===== config.mk =====
export PLATFORM = sky130hd
export DESIGN_NAME = uart_autobaud_ctrl_flat
export DESIGN_NICKNAME = d
export VERILOG_FILES = /design/src/rtl/uart_autobaud_ctrl_if.sv /design/src/rtl/uart_autobaud_ctrl.sv /design/src/flat_wrapper.sv
export SDC_FILE = /design/constraint.sdc
export NUM_CORES = 1
export LEC_CHECK = 0
export CELL_PAD_IN_SITES_DETAIL_PLACEMENT = 1
export CELL_PAD_IN_SITES_GLOBAL_PLACEMENT = 1
export CORE_MARGIN = 5
export CORE_UTILIZATION = 45
export CTS_BUF_LIST = sky130_fd_sc_hd__clkbuf_2 sky130_fd_sc_hd__clkbuf_4 sky130_fd_sc_hd__clkbuf_8
export DETAILED_ROUTE_END_ITERATION = 8
export MAX_ROUTING_LAYER = met4
export PLACE_DENSITY_LB_ADDON = 0.2
export SYNTH_ARGS = -nofsm -noshare
export SYNTH_HDL_FRONTEND = slang
export SYNTH_SLANG_ARGS = --single-unit

===== constraint.sdc =====
create_clock -name clk -period 3.92 [get_ports clk]
set_clock_uncertainty 0.2 [all_clocks]
set_input_delay 0.392 -clock clk [delete_from_list [all_inputs] [get_ports clk]]
set_output_delay 0.392 -clock clk [all_outputs]
set_load 0.02 [all_outputs]

===== src/rtl/uart_autobaud_ctrl_if.sv =====
// uart_autobaud_ctrl_if: control/status and baud configuration bundle between the register block and uart_autobaud_ctrl
// master: register-block side (drives arm/abort, observes status and configuration)
// slave:  controller side (receives arm/abort, drives status and configuration)
interface uart_autobaud_ctrl_if;
  logic        arm;
  logic        abort;
  logic        busy;
  logic        done;
  logic        err;
  logic [1:0]  err_code;
  logic [12:0] baud_val;
  logic [2:0]  baud_val_fraction;
  modport master (
    output arm, abort,
    input  busy, done, err, err_code, baud_val, baud_val_fraction
  );
  modport slave (
    input  arm, abort,
    output busy, done, err, err_code, baud_val, baud_val_fraction
  );
endinterface


===== src/rtl/uart_autobaud_ctrl.sv =====
// uart_autobaud_ctrl: measures a 0x55 sync character on rx and loads baud_val/baud_val_fraction for the baud generator
// Ports: clk; reset_n (async, active-low); rx (asynchronous pin);
//        io (slave): arm/abort pulses in; busy, done/err pulses, err_code, baud_val, baud_val_fraction out.
// Optional: define AUTOBAUD_CHECK_EN to capture the four edge-to-edge intervals and reject
//           inconsistent sync characters (err_code 11); this adds one calc cycle.
module uart_autobaud_ctrl #(
  parameter int          CNT_W            = 20,
  parameter logic [12:0] DEFAULT_BAUD_VAL = 13'd0,
  parameter logic [2:0]  DEFAULT_FRACTION = 3'd0,
  parameter int          IDLE_CYCLES      = 16
) (
  input logic              clk,
  input logic              reset_n,
  input logic              rx,
  uart_autobaud_ctrl_if.slave io
);
  localparam int QW = $clog2(IDLE_CYCLES + 1);
  typedef enum logic [2:0] {IDLE, QUIET, WAIT_START, MEASURE, CALC, CHECK, DONE, ERR} state_t;
`ifdef AUTOBAUD_CHECK_EN
  localparam int     TL    = 0;
  localparam state_t FINAL = CHECK;
`else
  localparam int     TL    = 4;
  localparam state_t FINAL = CALC;
`endif
  state_t state, state_nxt;
  logic [1:0] sync;
  logic rx_prev, fall, chk_bad, bad;
  logic [QW-1:0] qcnt;
  logic [CNT_W-1:0] cnt;
  logic [2:0] edge_cnt;
  logic [CNT_W-1:TL] t_val;
  logic [31:0] q_w;
  logic [1:0] code_q;
  logic [12:0] baud_q;
  logic [2:0] frac_q;
  // both synced samples share the same latency, so edge spacing is measured exactly
  assign fall = rx_prev & ~sync[1];
  // T = 128*q + 16*f + remainder: q whole baud periods of 16 clks, f eighths
  assign q_w = 32'(t_val[CNT_W-1:7]);
  assign bad = q_w == 32'd0 || chk_bad;
  always_ff @(posedge clk or negedge reset_n)
    if (!reset_n) state <= IDLE;
    else state <= state_nxt;
  always_comb begin
    state_nxt = state;
    case (state)
      IDLE:       state_nxt = (io.arm && !io.abort) ? QUIET : IDLE;
      QUIET:      state_nxt = (sync[1] && qcnt == QW'(IDLE_CYCLES - 1)) ? WAIT_START : QUIET;
      WAIT_START: state_nxt = fall ? MEASURE : WAIT_START;
      MEASURE:    state_nxt = (fall && edge_cnt == 3'd4) ? CALC : (cnt == '1) ? ERR : MEASURE;
      CALC:       state_nxt = (FINAL == CALC) ? (bad ? ERR : DONE) : CHECK;
      CHECK:      state_nxt = bad ? ERR : DONE;
      DONE:       state_nxt = IDLE;
      ERR:        state_nxt = IDLE;
    endcase
    if (io.abort && state != IDLE) state_nxt = IDLE;
  end
  assign io.busy              = state != IDLE;
  assign io.done              = state == DONE;
  assign io.err               = state == ERR;
  assign io.err_code          = code_q;
  assign io.baud_val          = baud_q;
  assign io.baud_val_fraction = frac_q;
  always_ff @(posedge clk or negedge reset_n)
    if (!reset_n) begin
      sync     <= 2'b11;
      rx_prev  <= 1'b1;
      qcnt     <= '0;
      cnt      <= '0;
      edge_cnt <= '0;
      t_val    <= '0;
      code_q   <= 2'b00;
      baud_q   <= DEFAULT_BAUD_VAL;
      frac_q   <= DEFAULT_FRACTION;
    end else begin
      sync     <= {sync[0], rx};
      rx_prev  <= sync[1];
      qcnt     <= (state == QUIET && sync[1]) ? qcnt + QW'(1) : '0;
      cnt      <= (state == WAIT_START) ? CNT_W'(1) : (cnt == '1) ? cnt : cnt + CNT_W'(1);
      edge_cnt <= (state == WAIT_START) ? 3'd1 : (state == MEASURE && fall) ? edge_cnt + 3'd1 : edge_cnt;
      if (state == MEASURE && fall) t_val <= cnt[CNT_W-1:TL];
      if (state == IDLE && io.arm && !io.abort) code_q <= 2'b00;
      else if (state_nxt == ERR) code_q <= (state == MEASURE) ? 2'b01 : (q_w == 32'd0) ? 2'b10 : 2'b11;
      if (state_nxt == DONE) begin
        baud_q <= (q_w > 32'd8192) ? 13'h1fff : 13'(q_w - 32'd1);
        frac_q <= (q_w > 32'd8192) ? 3'd7 : t_val[6:4];
      end
    end
`ifdef AUTOBAUD_CHECK_EN
  logic [CNT_W-1:0] last;
  logic [CNT_W-1:0] iv [4];
  logic chk_now;
  // 4*Ik vs T, tolerance T/8
  function automatic logic off(input logic [CNT_W-1:0] i, input logic [CNT_W-1:0] t);
    logic [CNT_W+1:0] a, b;
    a = {i, 2'b00};
    b = {2'b00, t};
    return ((a > b) ? a - b : b - a) > {5'b00000, t[CNT_W-1:3]};
  endfunction
  always_comb begin
    chk_now = 1'b0;
    for (int k = 0; k < 4; k++) chk_now = chk_now | off(iv[k], t_val);
  end
  always_ff @(posedge clk or negedge reset_n)
    if (!reset_n) begin
      last    <= '0;
      chk_bad <= 1'b0;
      for (int k = 0; k < 4; k++) iv[k] <= '0;
    end else begin
      if (state == WAIT_START) last <= '0;
      if (state == MEASURE && fall) begin
        iv[2'(edge_cnt - 3'd1)] <= cnt - last;
        last <= cnt;
      end
      if (state == CALC) chk_bad <= chk_now;
    end
`else
  assign chk_bad = 1'b0;
`endif
endmodule


===== src/flat_wrapper.sv =====
// flat-port wrapper written by rule: the top's interface ports become plain ports
module uart_autobaud_ctrl_flat 
#(
  parameter int          CNT_W            = 20,
  parameter logic [12:0] DEFAULT_BAUD_VAL = 13'd0,
  parameter logic [2:0]  DEFAULT_FRACTION = 3'd0,
  parameter int          IDLE_CYCLES      = 16
)
  (clk, reset_n, rx, io_arm, io_abort, io_busy, io_done, io_err, io_err_code, io_baud_val, io_baud_val_fraction);
  uart_autobaud_ctrl_if io_i ();
  input logic clk;
  input logic reset_n;
  input logic rx;
  input wire logic [$bits(io_i.arm)-1:0] io_arm;
  input wire logic [$bits(io_i.abort)-1:0] io_abort;
  output wire logic [$bits(io_i.busy)-1:0] io_busy;
  output wire logic [$bits(io_i.done)-1:0] io_done;
  output wire logic [$bits(io_i.err)-1:0] io_err;
  output wire logic [$bits(io_i.err_code)-1:0] io_err_code;
  output wire logic [$bits(io_i.baud_val)-1:0] io_baud_val;
  output wire logic [$bits(io_i.baud_val_fraction)-1:0] io_baud_val_fraction;
  assign io_i.arm = io_arm;
  assign io_i.abort = io_abort;
  assign io_busy = io_i.busy;
  assign io_done = io_i.done;
  assign io_err = io_i.err;
  assign io_err_code = io_i.err_code;
  assign io_baud_val = io_i.baud_val;
  assign io_baud_val_fraction = io_i.baud_val_fraction;
  uart_autobaud_ctrl #(.CNT_W(CNT_W), .DEFAULT_BAUD_VAL(DEFAULT_BAUD_VAL), .DEFAULT_FRACTION(DEFAULT_FRACTION), .IDLE_CYCLES(IDLE_CYCLES)) u_core (.clk(clk), .reset_n(reset_n), .rx(rx), .io(io_i));
endmodule

Word level (Yosys, flattened, before mapping)
Index checks and enable logic that the tools add are counted.
W data, S select, Z words.
{"block": "totals", "regBits": 68}
{"block": "classes", "bitwise_logic": 2, "magnitude_cmp": 1, "eq_ne": 13, "mux": 19, "addsub": 4, "reduce_logical": 16}
{"cell": "$mux W20", "count": 2}
{"cell": "$logic_not A32 Y1", "count": 1}
{"cell": "$eq A3 B3 Y1 const B", "count": 7}
{"cell": "$add A20 B1 Y20 const B", "count": 1}
{"cell": "$eq A20 B20 Y1 const B", "count": 1}
{"cell": "$mux W3", "count": 6}
{"cell": "$pmux W3 S6", "count": 1}
{"cell": "$gt A13 B14 Y1 const B", "count": 1}
{"cell": "$mux W13", "count": 1}
{"cell": "$sub A13 B1 Y13 const B", "count": 1}
{"cell": "$logic_and A1 B1 Y1", "count": 8}
{"cell": "$mux W2", "count": 4}
{"cell": "$eq A3 B2 Y1 const B", "count": 2}
{"cell": "$add A5 B1 Y5 const B", "count": 1}
{"cell": "$eq A5 B4 Y1 const B", "count": 1}
{"cell": "$mux W5", "count": 1}
{"cell": "$mux W1", "count": 4}
{"cell": "$reduce_bool A2 Y1", "count": 2}
{"cell": "$reduce_or A2 Y1", "count": 2}
{"cell": "$add A3 B1 Y3 const B", "count": 1}
{"cell": "$eq A3 B1 Y1 const B", "count": 1}
{"cell": "$logic_not A3 Y1", "count": 1}
{"cell": "$reduce_bool A3 Y1", "count": 1}
{"cell": "$ne A2 B2 Y1 const B", "count": 1}
{"cell": "3 further kinds", "count": 3}

Logic depth before layout (Yosys ltp)
Gate-level depths: netlist (run 1).
{"block": "logic_depth", "depth_word": 9, "ltp_mapped": 11, "depth_no_buf": 9}

Worst setup path before layout (run 1)
Ideal clock, no wire load.
{"block": "synth_path", "path_kind": "reg2reg", "start": "register u_core.qcnt[0]", "end": "register u_core.baud_q[10], in the netlist u_core.io.baud_val[10]", "setup_slack_ns": 1.187, "arrival_ns": 2.408, "stages_incl_launch_ff": 12, "period_less_slack_ns": 2.733, "t_required_ns": 3.595, "cell_sequence": "dfrtp_1 > ha_1 > and3_1 > ha_1 > nand2_1 > a22oi_2 > o21ai_1 > a211o_1 > or4_4 > buf_6 > buf_8 > mux2_4"}
{"block": "synth_between", "elab_chain_cells": 6}
{"item": "start, declared", "line": "uart_autobaud_ctrl.sv:29", "rtl": "logic [QW-1:0] qcnt;"}
{"item": "start signal, assigned", "line": "uart_autobaud_ctrl.sv:79", "rtl": "qcnt <= (state == QUIET && sync[1]) ? qcnt + QW'(1) : '0;"}
{"item": "$eq A5 B4 Y1", "line": "uart_autobaud_ctrl.sv:49", "rtl": "QUIET: state_nxt = (sync[1] && qcnt == QW'(IDLE_CYCLES - 1)) ? WAIT_START : QUIET;"}
{"item": "$logic_and A1 B1 Y1", "line": "uart_autobaud_ctrl.sv:49"}
{"item": "$mux W2", "line": "uart_autobaud_ctrl.sv:49"}
{"item": "$pmux W3 S6", "line": "uart_autobaud_ctrl.sv:47", "rtl": "case (state)"}
{"item": "$mux W3", "line": "uart_autobaud_ctrl.sv:57", "rtl": "if (io.abort && state != IDLE) state_nxt = IDLE;"}
{"item": "via u_core.state_nxt[0]", "line": "uart_autobaud_ctrl.sv:26", "rtl": "state_t state, state_nxt;"}
{"item": "$eq A3 B3 Y1", "line": "uart_autobaud_ctrl.sv:85", "rtl": "if (state_nxt == DONE) begin"}
{"item": "end signal, assigned", "line": "uart_autobaud_ctrl.sv:86", "rtl": "baud_q <= (q_w > 32'd8192) ? 13'h1fff : 13'(q_w - 32'd1);"}
{"item": "end, declared", "line": "uart_autobaud_ctrl.sv:35", "rtl": "logic [12:0] baud_q;"}
The timed path passes the listed nets, and every way through them passes these cells.
A chain may end at the register's enable or synchronous reset.

Worst setup path after layout (run 1)
{"block": "layout_path", "start": "register u_core.qcnt[0]", "end": "register u_core.baud_q[0], in the netlist u_core.io.baud_val[0]"}
Same word-level chain as after synthesis.

==> impl_metrics.csv, run 1 <==
group,metric,value,unit
pwr,p_total,0.001486,W
grt,grt_overflow_total,0,
pwr,power_density,393.5,mW/mm²
timing,hold_viol,0,
timing,setup-violations-final,0,
critical_path,cp_top_family,"simple AND/OR/NAND/NOR gates",
placement,postPlaceCellArea,0.003592,mm²
floorplan,core-area,0.007176,mm²
timing,slew_viol_final,0,
synth,ys.flop_type,"dfrtp_1",
synth,yosysTopAreaCell,"dfrtp_1",
timing,grt_setup_unrepaired,"no",
drt,firstDrtPassIters,4,
synth,syn_inst,295,
grt,grt_max_degree,69,
clock_tree,cts_buffers,9,
floorplan,die_h,95.24,µm
grt,antenna_found_initial,0,
critical_path,r2r-start,"u_core.qcnt[0]",
critical_path,crit_chain,"ha_1, and3_1, ha_1, nand2_1, a22oi_2, o21ai_1, a211o_1, or4_4, mux2_1",
critical_path,critical_path_arrival,2840,ps
synth,synth_enable_flop_cells,0,
drt,drc,0,
synth,ys_types,46,
critical_path,cp-start-kind,"flop",
synth,ys_ff_latch,68,
final_layout,mostFrequentLayoutCells,"dfrtp_1 (65), nor2_1 (36), nand2_1 (24), clkdlybuf4s50_1 (24)",
final_layout,final_common_cell,"dfrtp_1",
critical_path,cp_slowest_stage_delay,650,ps
drt,vias,2173,
synth,ys_seq_area_share,52.16,%
pwr,p_leak,1.809,nW
hold_path,hp-class,"in2async",
pwr,vdd_drop_max,0.0002469,V
timing,relSlewSlack,42.50,%
clock_tree,cts_setup_buffers,0,
grt,grt_pass1_vias,2349,
placement,numPortBuffers,25,
clock_tree,cts_root_buffer,"clkbuf_8",
grt,grt_usage,17.41,%
clock_tree,numClockSinks,68,
clock_tree,clock_path_buffers,2,
floorplan,die_w,95.24,µm
synth,synthArstFlopShare,100.0,%
timing,min_period,2812,ps
critical_path,r2r-end,"u_core.io.baud_val[0]",
final_layout,n_fill_cell,770,
critical_path,end_kind,"flop",
critical_path,crit_slowest_cell,"or4_4",
floorplan,initial_core_util,45.56,%
timing,worstMarginPinSlew,862.5,ps
clock_tree,htree_levels,3,
floorplan,ios,26,
timing,fin_crit_sh,71.75,%
status,status,"complete, no violations",
critical_path,critPathBufInv,0,
clock_tree,holdBufCountCts,0,
synth,post-synth-top-area-fraction,49.75,%
critical_path,criticalPathCategory,"reg2reg",
critical_path,crit_required,3940,ps
final_layout,finish.instance_area,0.003776,mm²
clock_tree,insertion_delay,350,ps
clock_tree,clk_pin_slew,80,ps
synth,syn_area,0.003269,mm²
clock_tree,cts_resized,0,
final_layout,area_growth,15.50,%
critical_path,r2r_setup_slack,1110,ps
critical_path,crit_fanout,16,
drt,wirelength,6.652,mm
grt,grt_pass1_wl,11.70,mm
critical_path,worst_path_most_repeated_cell,"ha_1",
final_layout,drive_gt1_share,16.67,%
critical_path,r2r_cells,9,
drt,final_antenna_net_count,0,
clock_tree,tritoncts,"yes",
timing,fin_tns_setup,0,ps
synth,ys.warnings.count,0,
synth,synth_nets,307,
synth,synth.avg_cell_area,11.08,µm²
timing,max_freq,355.6,MHz
floorplan,die_area,0.009070,mm²
run,cap_viol_max_count,0,
critical_path,cp.depth,9,
synth,synthTopCellsByArea,"dfrtp_1 (50%), mux2_2 (5.9%), xor2_1 (4.6%)",
drt,wl_per_cell,15.51,µm
floorplan,num_rows,31,
placement,globalplace.congestion,0.7198,
final_layout,finalNetCount,337,
drt,routed_via_density,5.065,
drt,drtIter0Drc,86,
final_layout,n_antenna_cell,0,
placement,hpwl,4.753,mm
## metrics by stage
step	hold WS, ps	std cells	utilization (%)	worst slack [ps]
floorplan	-103.6	295	-	1187
global placement	146.1	413	50.06	1123
detailed placement	147.5	413	50.06	1054
CTS	70.07	429	52.62	1077
global route	110.5	429	52.62	967.1
finish	27.01	429	52.62	1108
## cells in the mapped netlist, drive strengths merged (6+ instances only)
master / instances
nor3: 10
nand3: 10
xnor2: 11
and3: 8
dfrtp: 65
ha: 7
nand2: 24
o21ai: 8
mux2: 28
xor2: 17
nor2: 37
nor4: 6
inv: 13
## worst max-delay path by stage
stage / slack, ps / to / startpoint
2_1_floorplan: 1190 / u_core.io.baud_val[10] / u_core.qcnt[0]
3_3_place_gp: 1120 / u_core.io.baud_val[4] / io_abort
3_5_place_dp: 1050 / u_core.io.baud_val[4] / io_abort
4_1_cts: 1080 / u_core.io.baud_val[0] / u_core.qcnt[0]
5_1_grt: 970 / u_core.io.baud_val[4] / u_core.qcnt[0]
6_report: 1110 / u_core.io.baud_val[0] / u_core.qcnt[0]
## sequential cells by signal, summed over array words and instances (netlist names)
| register | flops |
|---|---|
| u_core.io.baud_val_fraction | 3 |
| u_core.sync | 2 |
| u_core.t_val | 16 |
| u_core.edge_cnt | 3 |
| u_core.qcnt | 5 |
| u_core.state | 3 |
| u_core.io.err_code | 2 |
| u_core.rx_prev | 1 |
| u_core.cnt | 20 |
| u_core.io.baud_val | 13 |
## logic make-up (layout without fill, tap and decap cells)
logic type | Yosys count | in the layout | synth area share [%]
XOR/XNOR | 28 | 28 | 7.501
flip-flops | 68 | 68 | 52.16
AND/OR/NAND/NOR | 119 | 119 | 18.83
AO/OA/AOI/OAI | 20 | 20 | 3.673
adder cells (fa/ha/maj) | 7 | 7 | 2.679
buffers and inverters | 21 | 56 | 3.368
multiplexers | 32 | 32 | 11.79
## where the power goes
part	internal [W]	total (W)	switching, W
Clock	0.000284	0.000543	0.000259
Sequential	0.000746	0.000796	0.0000500
Combinational	0.0000634	0.000146	0.0000828
Total	0.00109	0.00149	0.000392
## final cells by class
type	instances	area, µm²	area share [%]
clock inverter	2	10.01	0.2651
clock buffer	14	173.9	4.606
inverter	13	48.80	1.292
tap	99	123.9	3.280
multi-input combinational	206	1454	38.50
sequential	68	1705	45.16
timing repair buffer	27	260.3	6.892
## routing by layer
metal  wire (µm)  GRT usage, %  up-vias
met2        3059         26.24       34
met4         123         7.933        0
met5           0             -        -
met3         215         3.078       12
li1            -             -     1059
met1        3253         22.94     1068
(Power assumes the default switching activity.)
==> inputs of run 2 (changes only) <==
CORE_UTILIZATION = 43   (was 45)
clock period = 2.39 ns   (was 3.92 ns; I/O delays follow)
==> run 2 against run 1 <==
Against the previous run:
- the flow now finishes with violations (setup timing)
- via count up 17%
- worst hold slack improved by 79 ps
- utilization grew 6.0 points
- count of clock-buffer cells in the layout down 1
- clock power rose by 57%
- fmax grew 1.4%
- critical path depth is the same
- first-iteration DRC count down 12%
- sequential power increased by 61%
- critical path type unchanged
- largest power group unchanged
==> impl_metrics.csv, run 2 (same netlist as run 1, synthesis figures left out) <==
group,metric,value,unit
critical_path,r2r-end,"u_core.io.baud_val[3]",
critical_path,r2r_cells,9,
final_layout,largest_register_ffs,20,
grt,grt_max_degree,29,
floorplan,die_area,0.009447,mm²
drt,routed_via_density,5.162,
drt,final_antenna_net_count,0,
status,status,"finished with violations",
pwr,power_density,585.7,mW/mm²
critical_path,r2r-start,"u_core.qcnt[1]",
drt,drtIter0Drc,76,
hold_path,min_from,"rx",
drt,wirelength,8.526,mm
final_layout,top_register,"u_core.cnt",
floorplan,initial_core_util,44.60,%
drt,firstDrtPassIters,4,
grt,grt_pass1_vias,2839,
timing,fin_ws,-384.0,ps
final_layout,multi_input_area,0.001491,mm²
final_layout,n_fill_cell,799,
placement,hpwl,6.128,mm
critical_path,criticalPathCategory,"reg2reg",
placement,numPortBuffers,25,
timing,grt_setup_unrepaired,"yes",
critical_path,r2r_setup_slack,-380,ps
clock_tree,htree_levels,3,
final_layout,drive_gt1_share,31.73,%
clock_tree,clock_path_buffers,2,
clock_tree,insertion_delay,340,ps
final_layout,area_growth,31.50,%
placement,dp_cells,471,
final_layout,fin_cells,493,
status,violations,"setup timing",
run,cap_viol_max_count,0,
grt,grt_usage,19.82,%
clock_tree,tritoncts,"yes",
final_layout,final_common_cell,"dfrtp_1",
floorplan,core-area,0.007331,mm²
hold_path,min_path_cells,1,
timing,fin_tns_setup,-4935,ps
critical_path,critical_path_arrival,2800,ps
critical_path,end_kind,"flop",
drt,wl_per_cell,17.29,µm
timing,min_period,2774,ps
placement,globalplace.congestion,0.8170,
final_layout,mostFrequentLayoutCells,"dfrtp_1 (63), buf_4 (62), nor2_1 (36)",
pwr,vdd_drop_max,0.0005040,V
clock_tree,cts_root_buffer,"clkbuf_8",
timing,fin_crit_sh,116.1,%
timing,relSlewSlack,53.48,%
clock_tree,numClockSinks,68,
timing,setup-violations-final,16,
final_layout,seqCellArea,0.001708,mm²
final_layout,fin_util,58.64,%
drt,drc,0,
clock_tree,cts_buffers,9,
grt,grt_pass1_wl,14.48,mm
timing,max_freq,360.5,MHz
floorplan,die_w,97.20,µm
critical_path,cp-start-kind,"flop",
critical_path,startpoint,"u_core.qcnt[1]",
timing,hold_viol,0,
floorplan,die_h,97.20,µm
grt,grt_overflow_total,0,
timing,worstMarginPinSlew,697.8,ps
grt,antenna_found_initial,0,
critical_path,crit_required,2410,ps
floorplan,ios,26,
drt,vias,2545,
final_layout,n_antenna_cell,0,
timing,slew_viol_final,0,
pwr,p_leak,2.132,nW
clock_tree,clk_pin_slew,70,ps
hold_path,hp-class,"in2reg",
critical_path,crit_fanout,8,
hold_path,holdPathEnd,"u_core.sync[0]",
final_layout,finalNetCount,401,
floorplan,num_rows,31,
[run 2: changes by cell type in the layout (fill, tap and decap cells not counted), moves of 2 or more]
cell | before | now
buf_4 | 2 | 62
dfrtp_1 | 65 | 63
dfrtp_2 | 0 | 2
ha_1 | 7 | 5
[run 2: what timing repair did]
item	CTS	global route
pin swaps	1	7
hold endpoints to repair	25	0
gates cloned	1	0
gates resized for setup	3	2
hold buffers	1	0
setup buffers	2	2
endpoints found under the setup margin	17	16
[run 2: layer usage]
layer	GRT usage (%)	routed length (µm)
met1	24.28	3796
met2	32.64	4313
met3	4.594	271
met4	6.156	144
met5	-	0
[run 2: worst max-delay path, stage by stage, from the launching register on]
cell     delay, ps
dfrtp_1        360
ha_2           180
and3_4         180
ha_4           130
nand2_2         40
a22oi_2        120
o21ai_1         90
a211o_1        350
or4_4          660
mux2_1         360
[run 2: worst max path at each step]
stage | cells past startpoint | endpoint
CTS | 9 | u_core.io.baud_val_fraction[0]
global placement | 9 | u_core.io.baud_val[3]
finish | 9 | u_core.io.baud_val[3]
global route | 9 | u_core.io.baud_val[3]
detailed placement | 9 | u_core.io.baud_val[4]
floorplan | 11 | u_core.io.baud_val[10]
[run 2: final cells by class]
class,instances,area share [%]
Timing Repair Buffer,90,17.49
Sequential cell,68,39.73
Tap cell,99,2.881
Multi-Input combinational cell,207,34.69
Clock buffer,13,3.725
Inverter,13,1.135
Clock inverter,3,0.3492
[run 2: power breakdown]
| group | total, W | internal, W | switching [W] |
|---|---|---|---|
| Sequential | 0.00128 | 0.00122 | 0.0000560 |
| Combinational | 0.000382 | 0.000184 | 0.000198 |
| Clock | 0.000855 | 0.000435 | 0.000420 |
| Total | 0.00252 | 0.00184 | 0.000675 |
[run 2: per-stage QoR]
step / setup WS, ps / hold WS [ps] / instance area (µm²) / total power, W
2_1_floorplan: -322.0 / -256.6 / 3292 / 0.001477
3_3_place_gp: -306.3 / 107.7 / 4063 / 0.001660
3_5_place_dp: -361.0 / 116.3 / 4063 / 0.001685
4_1_cts: -351.7 / 83.43 / 4277 / 0.002550
5_1_grt: -449.7 / 80.79 / 4299 / 0.002667
6_report: -384.0 / 105.8 / 4299 / 0.002518
==> inputs of run 3 (changes only) <==
SKIP_LAST_GASP = 1   (was unset)
==> results of run 3 <==
Final layout, timing and power as in run 2 (identical DEF).
